## config.mk

```make
export PLATFORM = sky130hd
export DESIGN_NAME = alu_sequencer_flat
export DESIGN_NICKNAME = d
export VERILOG_FILES = /design/src/rtl/alu_sequencer_pkg.sv /design/src/rtl/alu_sequencer_if.sv /design/src/rtl/alu_sequencer_bin2bcd_dd.sv /design/src/rtl/alu_sequencer.sv /design/src/flat_wrapper.sv
export SDC_FILE = /design/constraint.sdc
export NUM_CORES = 1
export LEC_CHECK = 0
export CAP_MARGIN = 20
export CELL_PAD_IN_SITES_DETAIL_PLACEMENT = 0
export CELL_PAD_IN_SITES_GLOBAL_PLACEMENT = 2
export CORE_MARGIN = 2
export CORE_UTILIZATION = 34
export CTS_CLUSTER_SIZE = 16
export DETAILED_ROUTE_END_ITERATION = 6
export PLACE_DENSITY_LB_ADDON = 0.1
export SLEW_MARGIN = 0
export SYNTH_ARGS = -nofsm -noshare
export SYNTH_HDL_FRONTEND = slang
export SYNTH_SLANG_ARGS = --single-unit
```

## constraint.sdc

```tcl
create_clock -name clk -period 5.51 [get_ports clk]
set_input_delay 1.102 -clock clk [delete_from_list [all_inputs] [get_ports clk]]
set_output_delay 1.102 -clock clk [all_outputs]
set_load 0.005 [all_outputs]
```

## src/rtl/alu_sequencer_pkg.sv

```systemverilog
// Shared calculator definitions: key/opcode codes, sequencer states, sizing defaults.
package calc_pkg;

    localparam int unsigned DIGITS  = 4;
    localparam int unsigned BIN_W   = 14;
    localparam int unsigned MAX_VAL = 9999;
    localparam int unsigned BCD_W   = 4 * DIGITS;
    localparam int unsigned CNT_W   = $clog2(BIN_W + 1);

    localparam logic [3:0] EQUAL = 4'd10;
    localparam logic [3:0] AC    = 4'd11;
    localparam logic [3:0] PLUS  = 4'd12;
    localparam logic [3:0] MINUS = 4'd13;
    localparam logic [3:0] MULT  = 4'd14;
    localparam logic [3:0] DIV   = 4'd15;

    typedef enum logic [2:0] {
        S_IDLE,
        S_IN_CONV,
        S_EXEC,
        S_OUT_CONV,
        S_DONE
    } seq_state_t;

endpackage

```

## src/rtl/alu_sequencer_if.sv

```systemverilog
// Request/result bundle between the keypad FSM (master) and the ALU sequencer (slave).
interface alu_sequencer_if;
    import calc_pkg::*;

    logic             start;
    logic [3:0]       op;
    logic [BCD_W-1:0] num1_bcd;
    logic [BCD_W-1:0] num2_bcd;
    logic             busy;
    logic             done;
    logic [BCD_W-1:0] result_bcd;
    logic             neg;
    logic             err;

    modport master (
        output start, op, num1_bcd, num2_bcd,
        input  busy, done, result_bcd, neg, err
    );

    modport slave (
        input  start, op, num1_bcd, num2_bcd,
        output busy, done, result_bcd, neg, err
    );

endinterface

```

## src/rtl/alu_sequencer_bin2bcd_dd.sv

```systemverilog
// Iterative double-dabble binary-to-BCD converter; one bit per clock, load edge included.
module bin2bcd_dd #(
    parameter int unsigned BIN_W  = calc_pkg::BIN_W,
    parameter int unsigned DIGITS = calc_pkg::DIGITS
) (
    input  logic                  clk,
    input  logic                  reset,
    input  logic                  load,
    input  logic [BIN_W-1:0]      bin,
    output logic                  busy,
    output logic                  done,
    output logic [4*DIGITS-1:0]   bcd
);

    localparam int unsigned BCD_W = 4 * DIGITS;
    localparam int unsigned CNT_W = $clog2(BIN_W + 1);

    logic [BIN_W-1:0] bin_q;
    logic [CNT_W-1:0] cnt_q;

    // Add 3 to every digit >= 5, then shift left pulling in the next binary bit.
    function automatic logic [BCD_W-1:0] dd_step(input logic [BCD_W-1:0] v, input logic bit_in);
        logic [BCD_W-1:0] a;
        a = v;
        for (int i = 0; i < int'(DIGITS); i++) begin
            if (a[4*i +: 4] >= 4'd5) begin
                a[4*i +: 4] = a[4*i +: 4] + 4'd3;
            end
        end
        return {a[BCD_W-2:0], bit_in};
    endfunction

    // Load performs the first shift (adjusting an all-zero BCD is a no-op); BIN_W-1 steps follow.
    always_ff @(posedge clk or posedge reset) begin
        if (reset) begin
            bin_q <= '0;
            cnt_q <= '0;
            busy  <= 1'b0;
            done  <= 1'b0;
            bcd   <= '0;
        end else begin
            done <= 1'b0;
            if (load) begin
                bcd   <= {(BCD_W-1)'(0), bin[BIN_W-1]};
                bin_q <= {bin[BIN_W-2:0], 1'b0};
                cnt_q <= CNT_W'(BIN_W - 1);
                busy  <= 1'b1;
            end else if (busy) begin
                bcd   <= dd_step(bcd, bin_q[BIN_W-1]);
                bin_q <= {bin_q[BIN_W-2:0], 1'b0};
                cnt_q <= cnt_q - 1'b1;
                if (cnt_q == CNT_W'(1)) begin
                    busy <= 1'b0;
                    done <= 1'b1;
                end
            end
        end
    end

endmodule

```

## src/rtl/alu_sequencer.sv

```systemverilog
// Multi-cycle BCD calculator engine: BCD->binary, add/sub/mul/div, binary->BCD.
module alu_sequencer
    import calc_pkg::*;
(
    input  logic           clk,
    input  logic           reset,
    alu_sequencer_if.slave bus
);

    localparam logic [BIN_W:0]     MAX_SUM  = (BIN_W + 1)'(MAX_VAL);
    localparam logic [2*BIN_W-1:0] MAX_PROD = (2 * BIN_W)'(MAX_VAL);

    seq_state_t         state_q, state_d;
    logic [CNT_W-1:0]   cnt_q;
    logic [3:0]         op_q;
    logic [BCD_W-1:0]   n1_q, n2_q;
    logic [BIN_W-1:0]   acc1_q, acc2_q;
    logic               bad_q;
    logic               neg_pend_q;
    logic [2*BIN_W-1:0] prod_q;

    logic [3:0]         digit1, digit2;
    logic [BIN_W-1:0]   acc1_d, acc2_d;
    logic               digit_bad;
    logic [BIN_W:0]     add_sum;
    logic               a_ge_b;
    logic [BIN_W-1:0]   diff;
    logic [BIN_W:0]     mul_sum;
    logic [2*BIN_W-1:0] mul_next;
    logic [BIN_W:0]     div_shift;
    logic               div_ge;
    logic [BIN_W-1:0]   div_trial;
    logic [2*BIN_W-1:0] div_next;

    logic               accept_c;
    logic               fail_c;
    logic               conv_load_c;
    logic [BIN_W-1:0]   conv_val_c;
    logic               conv_busy;
    logic               conv_done;
    logic [BCD_W-1:0]   conv_bcd;

    // Operand digit conversion, MS digit first.
    assign digit1    = n1_q[BCD_W-1 -: 4];
    assign digit2    = n2_q[BCD_W-1 -: 4];
    assign acc1_d    = acc1_q * BIN_W'(10) + BIN_W'(digit1);
    assign acc2_d    = acc2_q * BIN_W'(10) + BIN_W'(digit2);
    assign digit_bad = (digit1 > 4'd9) || (digit2 > 4'd9);

    // Single-cycle add/sub; subtraction yields a magnitude plus sign.
    assign add_sum = {1'b0, acc1_q} + {1'b0, acc2_q};
    assign a_ge_b  = acc1_q >= acc2_q;
    assign diff    = a_ge_b ? (acc1_q - acc2_q) : (acc2_q - acc1_q);

    // Shift-add multiply: {partial, multiplier} shifts right, multiplicand added on LSB.
    assign mul_sum  = {1'b0, prod_q[2*BIN_W-1:BIN_W]} + (prod_q[0] ? {1'b0, acc1_q} : '0);
    assign mul_next = {mul_sum, prod_q[BIN_W-1:1]};

    // Restoring divide: {remainder, dividend/quotient} shifts left one bit per step.
    assign div_shift = prod_q[2*BIN_W-1:BIN_W-1];
    assign div_ge    = div_shift >= {1'b0, acc2_q};
    assign div_trial = div_shift[BIN_W-1:0] - acc2_q;
    assign div_next  = div_ge ? {div_trial, prod_q[BIN_W-2:0], 1'b1}
                              : {div_shift[BIN_W-1:0], prod_q[BIN_W-2:0], 1'b0};

    // State register.
    always_ff @(posedge clk or posedge reset) begin
        if (reset) begin
            state_q <= S_IDLE;
        end else begin
            state_q <= state_d;
        end
    end

    // Next-state decode; error exits bypass output conversion.
    always_comb begin
        state_d     = state_q;
        accept_c    = 1'b0;
        fail_c      = 1'b0;
        conv_load_c = 1'b0;
        conv_val_c  = '0;
        case (state_q)
            S_IDLE: begin
                if (bus.start && (bus.op >= PLUS)) begin
                    accept_c = 1'b1;
                    state_d  = S_IN_CONV;
                end
            end
            S_IN_CONV: begin
                if (cnt_q == '0) begin
                    state_d = S_EXEC;
                end
            end
            S_EXEC: begin
                if (bad_q || ((op_q == DIV) && (acc2_q == '0))) begin
                    fail_c = 1'b1;
                end else begin
                    case (op_q)
                        PLUS: begin
                            if (add_sum > MAX_SUM) begin
                                fail_c = 1'b1;
                            end else begin
                                conv_load_c = 1'b1;
                                conv_val_c  = add_sum[BIN_W-1:0];
                            end
                        end
                        MINUS: begin
                            conv_load_c = 1'b1;
                            conv_val_c  = diff;
                        end
                        MULT: begin
                            if (cnt_q == '0) begin
                                if (mul_next > MAX_PROD) begin
                                    fail_c = 1'b1;
                                end else begin
                                    conv_load_c = 1'b1;
                                    conv_val_c  = mul_next[BIN_W-1:0];
                                end
                            end
                        end
                        default: begin
                            if (cnt_q == '0) begin
                                conv_load_c = 1'b1;
                                conv_val_c  = div_next[BIN_W-1:0];
                            end
                        end
                    endcase
                end
                if (fail_c) begin
                    state_d = S_DONE;
                end else if (conv_load_c) begin
                    state_d = S_OUT_CONV;
                end
            end
            S_OUT_CONV: begin
                if (conv_done) begin
                    state_d = S_DONE;
                end
            end
            S_DONE: begin
                state_d = S_IDLE;
            end
            default: begin
                state_d = S_IDLE;
            end
        endcase
    end

    // Datapath and registered outputs.
    always_ff @(posedge clk or posedge reset) begin
        if (reset) begin
            cnt_q          <= '0;
            op_q           <= '0;
            n1_q           <= '0;
            n2_q           <= '0;
            acc1_q         <= '0;
            acc2_q         <= '0;
            bad_q          <= 1'b0;
            neg_pend_q     <= 1'b0;
            prod_q         <= '0;
            bus.busy       <= 1'b0;
            bus.done       <= 1'b0;
            bus.result_bcd <= '0;
            bus.neg        <= 1'b0;
            bus.err        <= 1'b0;
        end else begin
            bus.busy <= (state_d != S_IDLE) || conv_busy;
            bus.done <= (state_d == S_DONE);
            case (state_q)
                S_IDLE: begin
                    if (accept_c) begin
                        op_q           <= bus.op;
                        n1_q           <= bus.num1_bcd;
                        n2_q           <= bus.num2_bcd;
                        acc1_q         <= '0;
                        acc2_q         <= '0;
                        bad_q          <= 1'b0;
                        neg_pend_q     <= 1'b0;
                        cnt_q          <= CNT_W'(DIGITS - 1);
                        bus.result_bcd <= '0;
                        bus.neg        <= 1'b0;
                        bus.err        <= 1'b0;
                    end
                end
                S_IN_CONV: begin
                    acc1_q <= acc1_d;
                    acc2_q <= acc2_d;
                    n1_q   <= {n1_q[BCD_W-5:0], 4'h0};
                    n2_q   <= {n2_q[BCD_W-5:0], 4'h0};
                    bad_q  <= bad_q | digit_bad;
                    cnt_q  <= cnt_q - 1'b1;
                    if (cnt_q == '0) begin
                        cnt_q  <= CNT_W'(BIN_W - 1);
                        prod_q <= (op_q == MULT) ? {BIN_W'(0), acc2_d} : {BIN_W'(0), acc1_d};
                    end
                end
                S_EXEC: begin
                    cnt_q      <= cnt_q - 1'b1;
                    prod_q     <= (op_q == MULT) ? mul_next : div_next;
                    neg_pend_q <= (op_q == MINUS) && !a_ge_b;
                    if (fail_c) begin
                        bus.err <= 1'b1;
                    end
                end
                S_OUT_CONV: begin
                    if (conv_done) begin
                        bus.result_bcd <= conv_bcd;
                        bus.neg        <= neg_pend_q;
                    end
                end
                default: begin
                end
            endcase
        end
    end

    bin2bcd_dd #(
        .BIN_W  (BIN_W),
        .DIGITS (DIGITS)
    ) u_bin2bcd (
        .clk   (clk),
        .reset (reset),
        .load  (conv_load_c),
        .bin   (conv_val_c),
        .busy  (conv_busy),
        .done  (conv_done),
        .bcd   (conv_bcd)
    );

endmodule

```

## src/flat_wrapper.sv

```systemverilog
// flat-port wrapper written by rule: the top's interface ports become plain ports
module alu_sequencer_flat import calc_pkg::*;
  (clk, reset, bus_start, bus_op, bus_num1_bcd, bus_num2_bcd, bus_busy, bus_done, bus_result_bcd, bus_neg, bus_err);
  alu_sequencer_if bus_i ();
  input  logic clk;
  input  logic reset;
  input wire logic [$bits(bus_i.start)-1:0] bus_start;
  input wire logic [$bits(bus_i.op)-1:0] bus_op;
  input wire logic [$bits(bus_i.num1_bcd)-1:0] bus_num1_bcd;
  input wire logic [$bits(bus_i.num2_bcd)-1:0] bus_num2_bcd;
  output wire logic [$bits(bus_i.busy)-1:0] bus_busy;
  output wire logic [$bits(bus_i.done)-1:0] bus_done;
  output wire logic [$bits(bus_i.result_bcd)-1:0] bus_result_bcd;
  output wire logic [$bits(bus_i.neg)-1:0] bus_neg;
  output wire logic [$bits(bus_i.err)-1:0] bus_err;
  assign bus_i.start = bus_start;
  assign bus_i.op = bus_op;
  assign bus_i.num1_bcd = bus_num1_bcd;
  assign bus_i.num2_bcd = bus_num2_bcd;
  assign bus_busy = bus_i.busy;
  assign bus_done = bus_i.done;
  assign bus_result_bcd = bus_i.result_bcd;
  assign bus_neg = bus_i.neg;
  assign bus_err = bus_i.err;
  alu_sequencer u_core (.clk(clk), .reset(reset), .bus(bus_i));
endmodule
```

# ---- Yosys cells after proc, flatten, opt, wreduce, memory -nomap -nowiden
# Cells that the tools add are included.
dict set report totals {
  in_bits 39
  out_inout_bits 20
  register_bits 157
}
dict set report classes {
  addsub 13
  mux 73
  n_mul 2
  eq_ne 13
  bitwise 1
  n_lt_le_gt_ge 11
  n_reduce_logical 24
}
# operator n
set ops {}
lappend ops {{$mux 14} 12}
lappend ops {{$mux 16} 6}
lappend ops {{$pmux 16 s2} 3}
lappend ops {{$mux 28} 3}
lappend ops {{$pmux 14 s2} 2}
lappend ops {{$pmux 28 s2} 1}
lappend ops {{$pmux 14 s3} 1}
lappend ops {{$sub 14x14->14} 3}
lappend ops {{$add 14x4->14} 2}
lappend ops {{$gt 28x14->1 const B} 1}
lappend ops {{$mul 14x3->13 const B} 2}
lappend ops {{$mux 4} 7}
lappend ops {{$mux 1} 24}
lappend ops {{$mux 3} 6}
lappend ops {{$eq 4x4->1 const B} 4}
lappend ops {{$ge 4x3->1 const B} 4}
lappend ops {{$add 14x14->15} 1}
lappend ops {{$add 14x15->15} 1}
lappend ops {{$ge 15x14->1} 1}
lappend ops {{$gt 15x14->1 const B} 1}
lappend ops {{$ge 14x14->1} 1}
lappend ops {{$logic_not 14->1} 1}
lappend ops {{$add 4x2->4 const B} 3}
lappend ops {{$pmux 3 s4} 1}
lappend ops {{other kinds (23)} 46}

# ---- Depth between registers and ports, before layout
# Gate-level depths: netlist (run 1).
dict set report depth {
  depth_word 13
  depth_mapped 16
}

# ---- Cells and area by module
# A second synthesis (run 1) with hierarchy kept.
dict set report hier_totals {
  hier_cells 1597
  hier_area_um2 12988.7
}
# mod instances cells_each area_per_inst_um2
set modules_own_cells {}
lappend modules_own_cells {alu_sequencer 1 1401 11098.1}
lappend modules_own_cells {bin2bcd_dd 1 196 1890.6}

# ---- Worst setup path before layout (run 1)
# Ideal clock, no wire load.
dict set report synth_timing {
  path_type {flip-flop to flip-flop}
  start {register u_core.acc1_q[0]}
  end {register u_core.u_bin2bcd.bin_q[13]}
  setup_time_ns 0.125
  setup_slack_ns 1.767
  period_less_slack_ns 3.743
  stages_incl_launch_ff 15
  arrival_time_ns 3.617
  cell_sequence {dfrtp_1 -> and2_1 -> ha_1 -> fa_1 -> a211oi_1 -> o21ai_0 -> a21o_1 -> a2111oi_2 -> nand4_1 -> or4_1 -> nand2b_4 -> o21ai_4 -> o21ai_2 -> buf_6 -> mux2_4}
}
dict set report synth_via {
  elab_chain_cells 10
  elab_cells_between_ends 24
}
# element line
set synth_lines {}
lappend synth_lines {{start, declared} alu_sequencer.sv:17} ;# logic [BIN_W-1:0] acc1_q, acc2_q;
lappend synth_lines {{start signal, assigned} alu_sequencer.sv:156} ;# acc1_q <= '0;
lappend synth_lines {{start signal, assigned} alu_sequencer.sv:175} ;# acc1_q <= '0;
lappend synth_lines {{start signal, assigned} alu_sequencer.sv:186} ;# acc1_q <= acc1_d;
lappend synth_lines {{$mux 14} alu_sequencer.sv:56} ;# assign mul_sum = {1'b0, prod_q[2*BIN_W-1:BIN_W]} + (prod_q[0] ? {1'b0, acc1_q} : '0);
lappend synth_lines {{$add 14x15->15} alu_sequencer.sv:56}
lappend synth_lines {{$gt 28x14->1} alu_sequencer.sv:113} ;# if (mul_next > MAX_PROD) begin
lappend synth_lines {{$mux 1} alu_sequencer.sv:113}
lappend synth_lines {{$mux 1} alu_sequencer.sv:112} ;# if (cnt_q == '0) begin
lappend synth_lines {{$pmux 1 s3} alu_sequencer.sv:98} ;# case (op_q)
lappend synth_lines {{$mux 1} alu_sequencer.sv:95} ;# if (bad_q || ((op_q == DIV) && (acc2_q == '0))) begin
lappend synth_lines {{$mux 1 (2 in a row)} alu_sequencer.sv:82} ;# case (state_q)
lappend synth_lines {{$mux 14 or $reduce_bool 2->1 (tied branches)} n/a}
lappend synth_lines {{end signal, assigned} alu_sequencer_bin2bcd_dd.sv:45} ;# bin_q <= {bin[BIN_W-2:0], 1'b0};
lappend synth_lines {{end signal, assigned} alu_sequencer_bin2bcd_dd.sv:50} ;# bin_q <= {bin_q[BIN_W-2:0], 1'b0};
lappend synth_lines {{end, declared} alu_sequencer_bin2bcd_dd.sv:18} ;# logic [BIN_W-1:0] bin_q;
# Parallel ways exist; a longest one is shown, timed or not. The select of a mux whose other input is x is not followed.
# A chain may end at the register's enable or synchronous reset.

# ---- Worst setup path in the final report (run 1)
dict set report layout_timing {
  start {register u_core.acc2_q[2]}
  end {register u_core.u_bin2bcd.bin_q[9]}
}
dict set report layout_via {
  elab_chain_cells 8
  elab_cells_between_ends 20
}
# element line
set layout_lines {}
lappend layout_lines {{start, declared} alu_sequencer.sv:17}
lappend layout_lines {{start signal, assigned} alu_sequencer.sv:157} ;# acc2_q <= '0;
lappend layout_lines {{start signal, assigned} alu_sequencer.sv:176} ;# acc2_q <= '0;
lappend layout_lines {{start signal, assigned} alu_sequencer.sv:187} ;# acc2_q <= acc2_d;
lappend layout_lines {{$add 14x14->15} alu_sequencer.sv:51} ;# assign add_sum = {1'b0, acc1_q} + {1'b0, acc2_q};
lappend layout_lines {{$gt 15x14->1} alu_sequencer.sv:100} ;# if (add_sum > MAX_SUM) begin
lappend layout_lines {{$mux 1} alu_sequencer.sv:100}
lappend layout_lines {{$pmux 1 s3} alu_sequencer.sv:98}
lappend layout_lines {{$mux 1} alu_sequencer.sv:95}
lappend layout_lines {{$mux 1 (2 in a row)} alu_sequencer.sv:82}
lappend layout_lines {{$mux 14 or $reduce_bool 2->1 (tied branches)} n/a}
# Parallel ways exist; a longest one is shown, timed or not. The select of a mux whose other input is x is not followed.

==> results of run 1 <==
synthesized netlist by cell type, drive strengths merged, types with 5 or more instances:
library cell	number	area, um2
a2111oi	5	50.0
a211oi	24	185
a21o	29	218
a21oi	119	596
a221o	5	50.1
a221oi	15	131
a22o	10	88.8
a31oi	46	288
and2	20	126
and3	6	37.5
buf	16	119
clkbuf	63	236
dfrtp	156	3900
fa	9	180
ha	124	1550
inv	83	312
mux2	6	75.1
mux2i	41	410
nand2	205	769
nand2b	20	133
nand3	64	320
nand3b	8	60.1
nand4	8	50.1
nor2	118	443
nor2b	11	68.8
nor3	28	140
nor3b	9	67.6
nor4	10	62.6
o211ai	14	105
o21a	12	90.1
o21ai	112	576
o21bai	8	60.1
o31ai	11	82.6
or2	6	37.5
or3	5	31.3
or4	6	48.8
xnor2	54	473
xor2	30	263
routing by layer:
metal | GRT usage | up-vias | share of wire
li1 | - | 5650 | -
met3 | 0.0470 | 33 | 0.056
met2 | 0.351 | 288 | 0.44
met1 | 0.334 | 5699 | 0.49
met5 | 0 | - | 0
met4 | 0.0550 | 0 | 0.015
worst paths after layout:
check	from	to	cells past startpoint
max reg2reg	u_core.acc2_q[2]	u_core.u_bin2bcd.bin_q[9]	12
min	u_core.op_q[3]	u_core.op_q[3]	1
min reg2reg	u_core.op_q[3]	u_core.op_q[3]	1
max in group asynchronous	reset	u_core.bus.result_bcd[1]	3
max	u_core.acc2_q[2]	u_core.u_bin2bcd.bin_q[9]	12
min in group asynchronous	reset	u_core.prod_q[23]	2
state kept, by name (all words and copies together), names as in the netlist:
name,cells
u_core.op_q,4
u_core.bus.done,1
u_core.n2_q,16
u_core.bus.err,1
u_core.u_bin2bcd.busy,1
u_core.bus.neg,1
u_core.n1_q,16
u_core.bad_q,1
u_core.u_bin2bcd.cnt_q,4
u_core.u_bin2bcd.bcd,16
u_core.neg_pend_q,1
u_core.state_q,3
u_core.acc1_q,14
u_core.prod_q,28
u_core.bus.busy,1
u_core.u_bin2bcd.bin_q,13
u_core.cnt_q,4
u_core.acc2_q,14
u_core.bus.result_bcd,16
u_core.u_bin2bcd.done,1
worst max-delay path, delay by kind of cell, from the launching register on:
family / cells / cell delay (ps)
flops: 1 / 480
fa+ha+maj: 1 / 490
buf+inv: 2 / 460
simple gates: 3 / 740
mux: 1 / 310
compound gates: 5 / 2170
cell families (layout without fill, tap and decap cells):
kind of cell             after synthesis  count (layout)  synth area share
AO/OA/AOI/OAI                        446             446             0.219
XOR/XNOR                              86              86            0.0604
adder cells (fa/ha/maj)              133             133             0.134
buffers and inverters                164             205            0.0532
flip-flops                           156             156             0.302
multiplexers                          47              47            0.0376
other                                  0               1                 0
AND/OR/NAND/NOR                      535             535             0.193
cell type report:
class,count,share of cell area
Multi-Input combinational cell,1247,0.570
Sequential cell,156,0.267
Timing Repair Buffer,90,0.0569
Tap cell,511,0.0437
Clock buffer,19,0.0302
Inverter,83,0.0216
Clock inverter,13,0.0104
Antenna cell,1,0.000171
stage by stage:
step | std cells | instance area, um2 | hold WS, ps | setup WS, ps
after floorplan | 1567 | 12900 | 435 | 201
after detailed placement | 2086 | 14000 | 454 | 855
after CTS | 2118 | 14600 | 470 | 824
after global placement | 2086 | 14000 | 450 | 890
after global routing | 2119 | 14600 | 513 | 350
final | 2120 | 14600 | 467 | 739
==> reports/results.ini, run 1 <==
[run_status]
outcome = finished, final reports clean

[cells_and_area]
net_total_in_the_final_layout = 1767
register_area_um2 = 3900
postLayoutCoreUtil = 0.390
area_growth_pct = 13.4
layout.cells.most_common = sky130_fd_sc_hd__nand2_1
fraction_of_layout_cells_with_a_size_suffix_above_1 = 0.0578
layout.cells.most_common_list = 205 x sky130_fd_sc_hd__nand2_1, 156 x sky130_fd_sc_hd__dfrtp_1, 124 x sky130_fd_sc_hd__ha_1, 119 x sky130_fd_sc_hd__a21oi_1, 117 x sky130_fd_sc_hd__nor2_1
final.fill_count = 3893
multi_input_comb_area_um2 = 8350

[synthesis]
async_flop_share = 1.00
post_synth_instance_area_um2 = 12900
synth.yosys.seq_area_share = 0.302
synthesis.nets = 1739
ys_ff_latch = 156
syn_area_per_cell_um2 = 8.24
synth.yosys.warnings = 0
synth-main-ff-cell = sky130_fd_sc_hd__dfrtp_1
syn-instance-count = 1567
synth_cell_type_count = 81
post_synth_edffs = 0

[worst_setup_path]
type_of_element_launching_the_critical_path = flop
crit_path_frequent_cell = sky130_fd_sc_hd__nor2_1
timing.critical_path.slowest_stage_cell = sky130_fd_sc_hd__a221oi_1
crit_chain = inv_1 > ha_1 > nand2b_1 > a221oi_1 > o211ai_1 > nor2_1 > a211oi_1 > o21ai_0 > nor2_1 > o21ai_2 > buf_4 > mux2_4
worstPathRequired_ps = 5840
worst-path-max-fanout = 11
ff2ff_setup_slack_ps = 740
cp_slowest_stage_delay_ps = 630
setup.worst_path.class = flop to flop
cp.arrival_ps = 5100
setup.worst_path.end_class = flop

[sta]
maxSlewViolCount = 0
timing.max_slew.rel_slack = 0.350
achievable-frequency_mhz = 210
final_hold_viol_count = 0
skew_ps = 13.0
rsz0062_at_grt = no
period_minus_slack_ps = 4770
tightestPinTransition_ps = 972
finalSetupViolCount = 0
fin_tns_setup_ps = 0
final_cycle_share = 0.866

[floorplanning]
die_area_um2 = 39600
die_width_um = 199
top_level_ports = 59
die_h_um = 199
placementRows = 71
initial_utilization = 0.344
core-area_um2 = 37600

[placement]
placement.io_buffers = 58
place.detailed.hpwl_um = 33300
gp_congestion = 0.835

[clock_network]
tritoncts.num_buffers = 17
clkSlewWorstSetupHoldPaths_ps = 70
htreeDepth = 4
clockBufferDepth = 2
clock_sink_count = 156
setup_buffers_after_cts = 0
cts_hold_buf = 0
clk-insertion-delay-late_ps = 450
cts_resized = 0
cts_tree = done
cts.root.buffer_cell = sky130_fd_sc_hd__clkbuf_16

[grt]
global_route.overflow_total = 0
grt_start_max_net_pins = 86
grt_pass1_wl_um = 69000
grt_use_total = 0.231
vias_in_the_first_global_route = 11454
antenna_violations_before_repair = 0

[detailed_routing]
drtAntennaViolNets = 0
post_drt_via_cell_ratio = 5.50
drc_errors = 0
drt_first_iter_violations = 925
drtPass1Iterations = 5
routed-via-count = 11670
drt-total-wl_um = 44100
detail_route.wl_per_cell_um = 20.8

[worst_hold_path]
hp-class = flop to flop

[job]
timing.max_cap.violations = 0

Power of run 1 is left out: the tool's default activity adds up to more than one toggle a clock period on the data nets, which glitch-free logic cannot reach.
==> inputs of run 2 (changes only) <==
--- a/config.mk
+++ b/config.mk
@@ -5,7 +5,6 @@
 export SDC_FILE = /design/constraint.sdc
 export NUM_CORES = 1
 export LEC_CHECK = 0
-export CAP_MARGIN = 20
 export CELL_PAD_IN_SITES_DETAIL_PLACEMENT = 0
 export CELL_PAD_IN_SITES_GLOBAL_PLACEMENT = 2
 export CORE_MARGIN = 2
@@ -13,7 +12,9 @@
 export CTS_CLUSTER_SIZE = 16
 export DETAILED_ROUTE_END_ITERATION = 6
 export PLACE_DENSITY_LB_ADDON = 0.1
+export REMOVE_ABC_BUFFERS = 1
 export SLEW_MARGIN = 0
 export SYNTH_ARGS = -nofsm -noshare
 export SYNTH_HDL_FRONTEND = slang
+export SYNTH_HIERARCHICAL = 1
 export SYNTH_SLANG_ARGS = --single-unit
==> reports/results.ini, run 2 <==
[run_status]
outcome = finished, final reports clean

[worst_setup_path]
worst-path-max-fanout = 38  ; +27
setup.worst_path.class = flop to flop
crit_chain = and2_1 > ha_1 > a211oi_1 > o21ai_1 > a41oi_1 > xnor2_1 > nor4_1 > nand4b_1 > nor3_1 > buf_4 > o31a_1 > buf_4 > nand2b_1 > o21ai_0
type_of_element_launching_the_critical_path = flop
crit_path_frequent_cell = sky130_fd_sc_hd__buf_4
timing.critical_path.slowest_stage_cell = sky130_fd_sc_hd__nor4_1
critical_path.n_buffers_inverters = 2  ; unchanged
kind_of_cell_adding_the_most_delay_to_the_critical_path = compound AO/OA/AOI/OAI gates
worstPathRequired_ps = 5810  ; -30 ps
setup.worst_path.end_class = flop
startpoint_of_the_worst_slack_reg_to_reg_timing_path = u_core/acc1_q[1]
cp.arrival_ps = 5230  ; +130 ps
worstSetupStartpoint = u_core/acc1_q[1]
cp_slowest_stage_delay_ps = 570  ; -60 ps

[sta]
period_minus_slack_ps = 4930  ; +162 ps
final_hold_viol_count = 0  ; unchanged
timing.max_slew.rel_slack = 0.363  ; +0.0134
skew_ps = 11.5  ; -1.51 ps
rsz0062_at_grt = no
final_cycle_share = 0.895  ; +0.0294
achievable-frequency_mhz = 203  ; -3.3%
finalSetupViolCount = 0  ; unchanged
tightestPinTransition_ps = 955  ; -16.6 ps
fin_tns_setup_ps = 0  ; unchanged
maxSlewViolCount = 0  ; unchanged

[synthesis]
synth.yosys.warnings = 6  ; +6
post_synth_edffs = 0  ; unchanged
synth_largest_type_area_fraction = 0.301  ; -0.00163
synth_cell_type_count = 85  ; +4.9%
synth-main-ff-cell = sky130_fd_sc_hd__dfrtp_1
synthDominantAreaCellType = sky130_fd_sc_hd__dfrtp_1
syn-instance-count = 1597  ; +1.9%
syn_area_per_cell_um2 = 8.13  ; -1.3%
synth.cells.most_frequent = 231 x sky130_fd_sc_hd__nand2_1, 156 x sky130_fd_sc_hd__dfrtp_1, 136 x sky130_fd_sc_hd__o21ai_0
async_flop_share = 1.00  ; unchanged
synth.top_cells.by_area = sky130_fd_sc_hd__dfrtp_1 30%, sky130_fd_sc_hd__ha_1 12%, sky130_fd_sc_hd__nand2_1 6.7%
post_synth_instance_area_um2 = 13000  ; +0.54%
most_repeated_cell_in_the_gate_level_netlist_after_synthesis = sky130_fd_sc_hd__nand2_1
ys_ff_latch = 156  ; unchanged
synth.yosys.seq_area_share = 0.301  ; -0.00163

[clock_network]
clkSlewWorstSetupHoldPaths_ps = 70  ; about the same
htreeDepth = 4  ; unchanged
cts.root.buffer_cell = sky130_fd_sc_hd__clkbuf_16
cts_hold_buf = 0  ; unchanged
clock_sink_count = 156  ; unchanged
clockBufferDepth = 2  ; unchanged
setup_buffers_after_cts = 0  ; unchanged
cts_resized = 0  ; unchanged
clk-insertion-delay-late_ps = 450  ; about the same
tritoncts.num_buffers = 17  ; unchanged
cts_tree = done

[grt]
grt_use_total = 0.230  ; -0.000868
grt_pass1_wl_um = 69200  ; +0.31%
grt_start_max_net_pins = 91  ; +5.8%
global_route.overflow_total = 0  ; unchanged
vias_in_the_first_global_route = 11771  ; +2.8%
antenna_violations_before_repair = 1  ; +1

[floorplanning]
top_level_ports = 59  ; unchanged
initial_utilization = 0.345  ; +0.00105
die_area_um2 = 39800  ; +0.53%
core-area_um2 = 37700  ; +0.24%
die_h_um = 199  ; +0.27%
placementRows = 71  ; unchanged
die_width_um = 199  ; +0.27%

[worst_hold_path]
hold_start = u_core/bus.result_bcd[1]
hp-class = flop to flop

[cells_and_area]
largest_register_ffs = 28  ; unchanged
fraction_of_layout_cells_with_a_size_suffix_above_1 = 0.0541  ; -0.00375
insertedDiodeCount = 0  ; -1
layout.cells.most_common = sky130_fd_sc_hd__nand2_1
area_growth_pct = 13.0
net_total_in_the_final_layout = 1788  ; +1.2%
layout.cells.most_common_list = 230 x sky130_fd_sc_hd__nand2_1, 155 x sky130_fd_sc_hd__dfrtp_1, 136 x sky130_fd_sc_hd__o21ai_0, 125 x sky130_fd_sc_hd__ha_1, 124 x sky130_fd_sc_hd__a21oi_1
registers.top_by_ff_count = u_core/prod_q

[placement]
placement.io_buffers = 58  ; unchanged
gp_congestion = 0.902  ; +8.1%
place.detailed.hpwl_um = 33200  ; -0.45%

[detailed_routing]
routed-via-count = 11762  ; +0.79%
drtAntennaViolNets = 0  ; unchanged
detail_route.wl_per_cell_um = 20.7  ; -0.47%
drt-total-wl_um = 44300  ; +0.38%
drt_first_iter_violations = 710  ; -23%
post_drt_via_cell_ratio = 5.50  ; about the same
drtPass1Iterations = 7  ; +2
drc_errors = 0  ; unchanged

[job]
timing.max_cap.violations = 0  ; unchanged

-- run 2: cell count changes after synthesis, sizes merged, moves of 13 or more --
cell	before	now
nor2	118	103
nand2	205	231
a21o	29	45
nand3	64	46
o31ai	11	24
o21ai	112	137
-- run 2: metal layers --
metal  vias up  part of all wire  global-route usage
met5         -                 0                   0
met3        49             0.032              0.0246
met1      5722              0.46               0.299
met2       238              0.48               0.397
li1       5753                 -                   -
met4         0             0.028              0.0790
-- run 2: cell families after synthesis --
family,count (synthesis),share of synthesized area
buffers and inverters,162,0.0488
adders and majority gates,134,0.134
and+or+nand+nor,526,0.187
muxes,37,0.0286
DFF,156,0.301
AOI/OAI and AO/OA,511,0.251
xor gates and xnor gates,71,0.0495
-- run 2: metrics by stage --
| step | std cells | utilization | hold WS, ps | instance area, um2 | worst slack [ps] |
|---|---|---|---|---|---|
| after floorplan | 1514 | - | 451 | 12700 | 490 |
| after global placement | 2107 | 0.374 | 461 | 14100 | 789 |
| after detailed placement | 2107 | 0.374 | 470 | 14100 | 633 |
| after CTS | 2138 | 0.390 | 485 | 14700 | 589 |
| after global routing | 2138 | 0.390 | 507 | 14700 | 251 |
| final | 2138 | 0.390 | 479 | 14700 | 577 |
-- run 2: worst paths after layout --
kind	end	slack [ps]	cells past startpoint
setup / recovery	u_core/u_bin2bcd/bin_q[1]	580	14
hold / removal	u_core/bus.result_bcd[1]	480	2
setup reg to reg	u_core/u_bin2bcd/bin_q[1]	580	14
hold reg to reg	u_core/bus.result_bcd[1]	480	2
max in group asynchronous	u_core/acc2_q[7]	3390	3
min in group asynchronous	u_core/u_bin2bcd/bcd[3]	1190	3
-- run 2: layout make-up --
class,instances,area (um2)
inverters,79,302
flip-flops and latches,156,3910
clock inverters,11,159
repair buffers,82,761
multi-input cells,1279,8470
well taps,511,639
clock buffers,20,447
fillers,4021,23000
-- run 2: tightest hold or removal path, delay by kind of cell, from the launching register on --
family             cells  cell delay, ps
DFF                    1             340
AOI/OAI and AO/OA      1              60
and+or+nand+nor        1              40
Power of run 2 is left out for the same reason.
==> inputs of run 3 (changes only) <==
--- a/config.mk
+++ b/config.mk
@@ -13,6 +13,7 @@
 export DETAILED_ROUTE_END_ITERATION = 6
 export PLACE_DENSITY_LB_ADDON = 0.1
 export REMOVE_ABC_BUFFERS = 1
+export SKIP_CTS_REPAIR_TIMING = 1
 export SLEW_MARGIN = 0
 export SYNTH_ARGS = -nofsm -noshare
 export SYNTH_HDL_FRONTEND = slang
==> results of run 3 <==
No change in the layout: final DEF, timing and power equal those of run 2.
Power of run 3 is left out for the same reason.
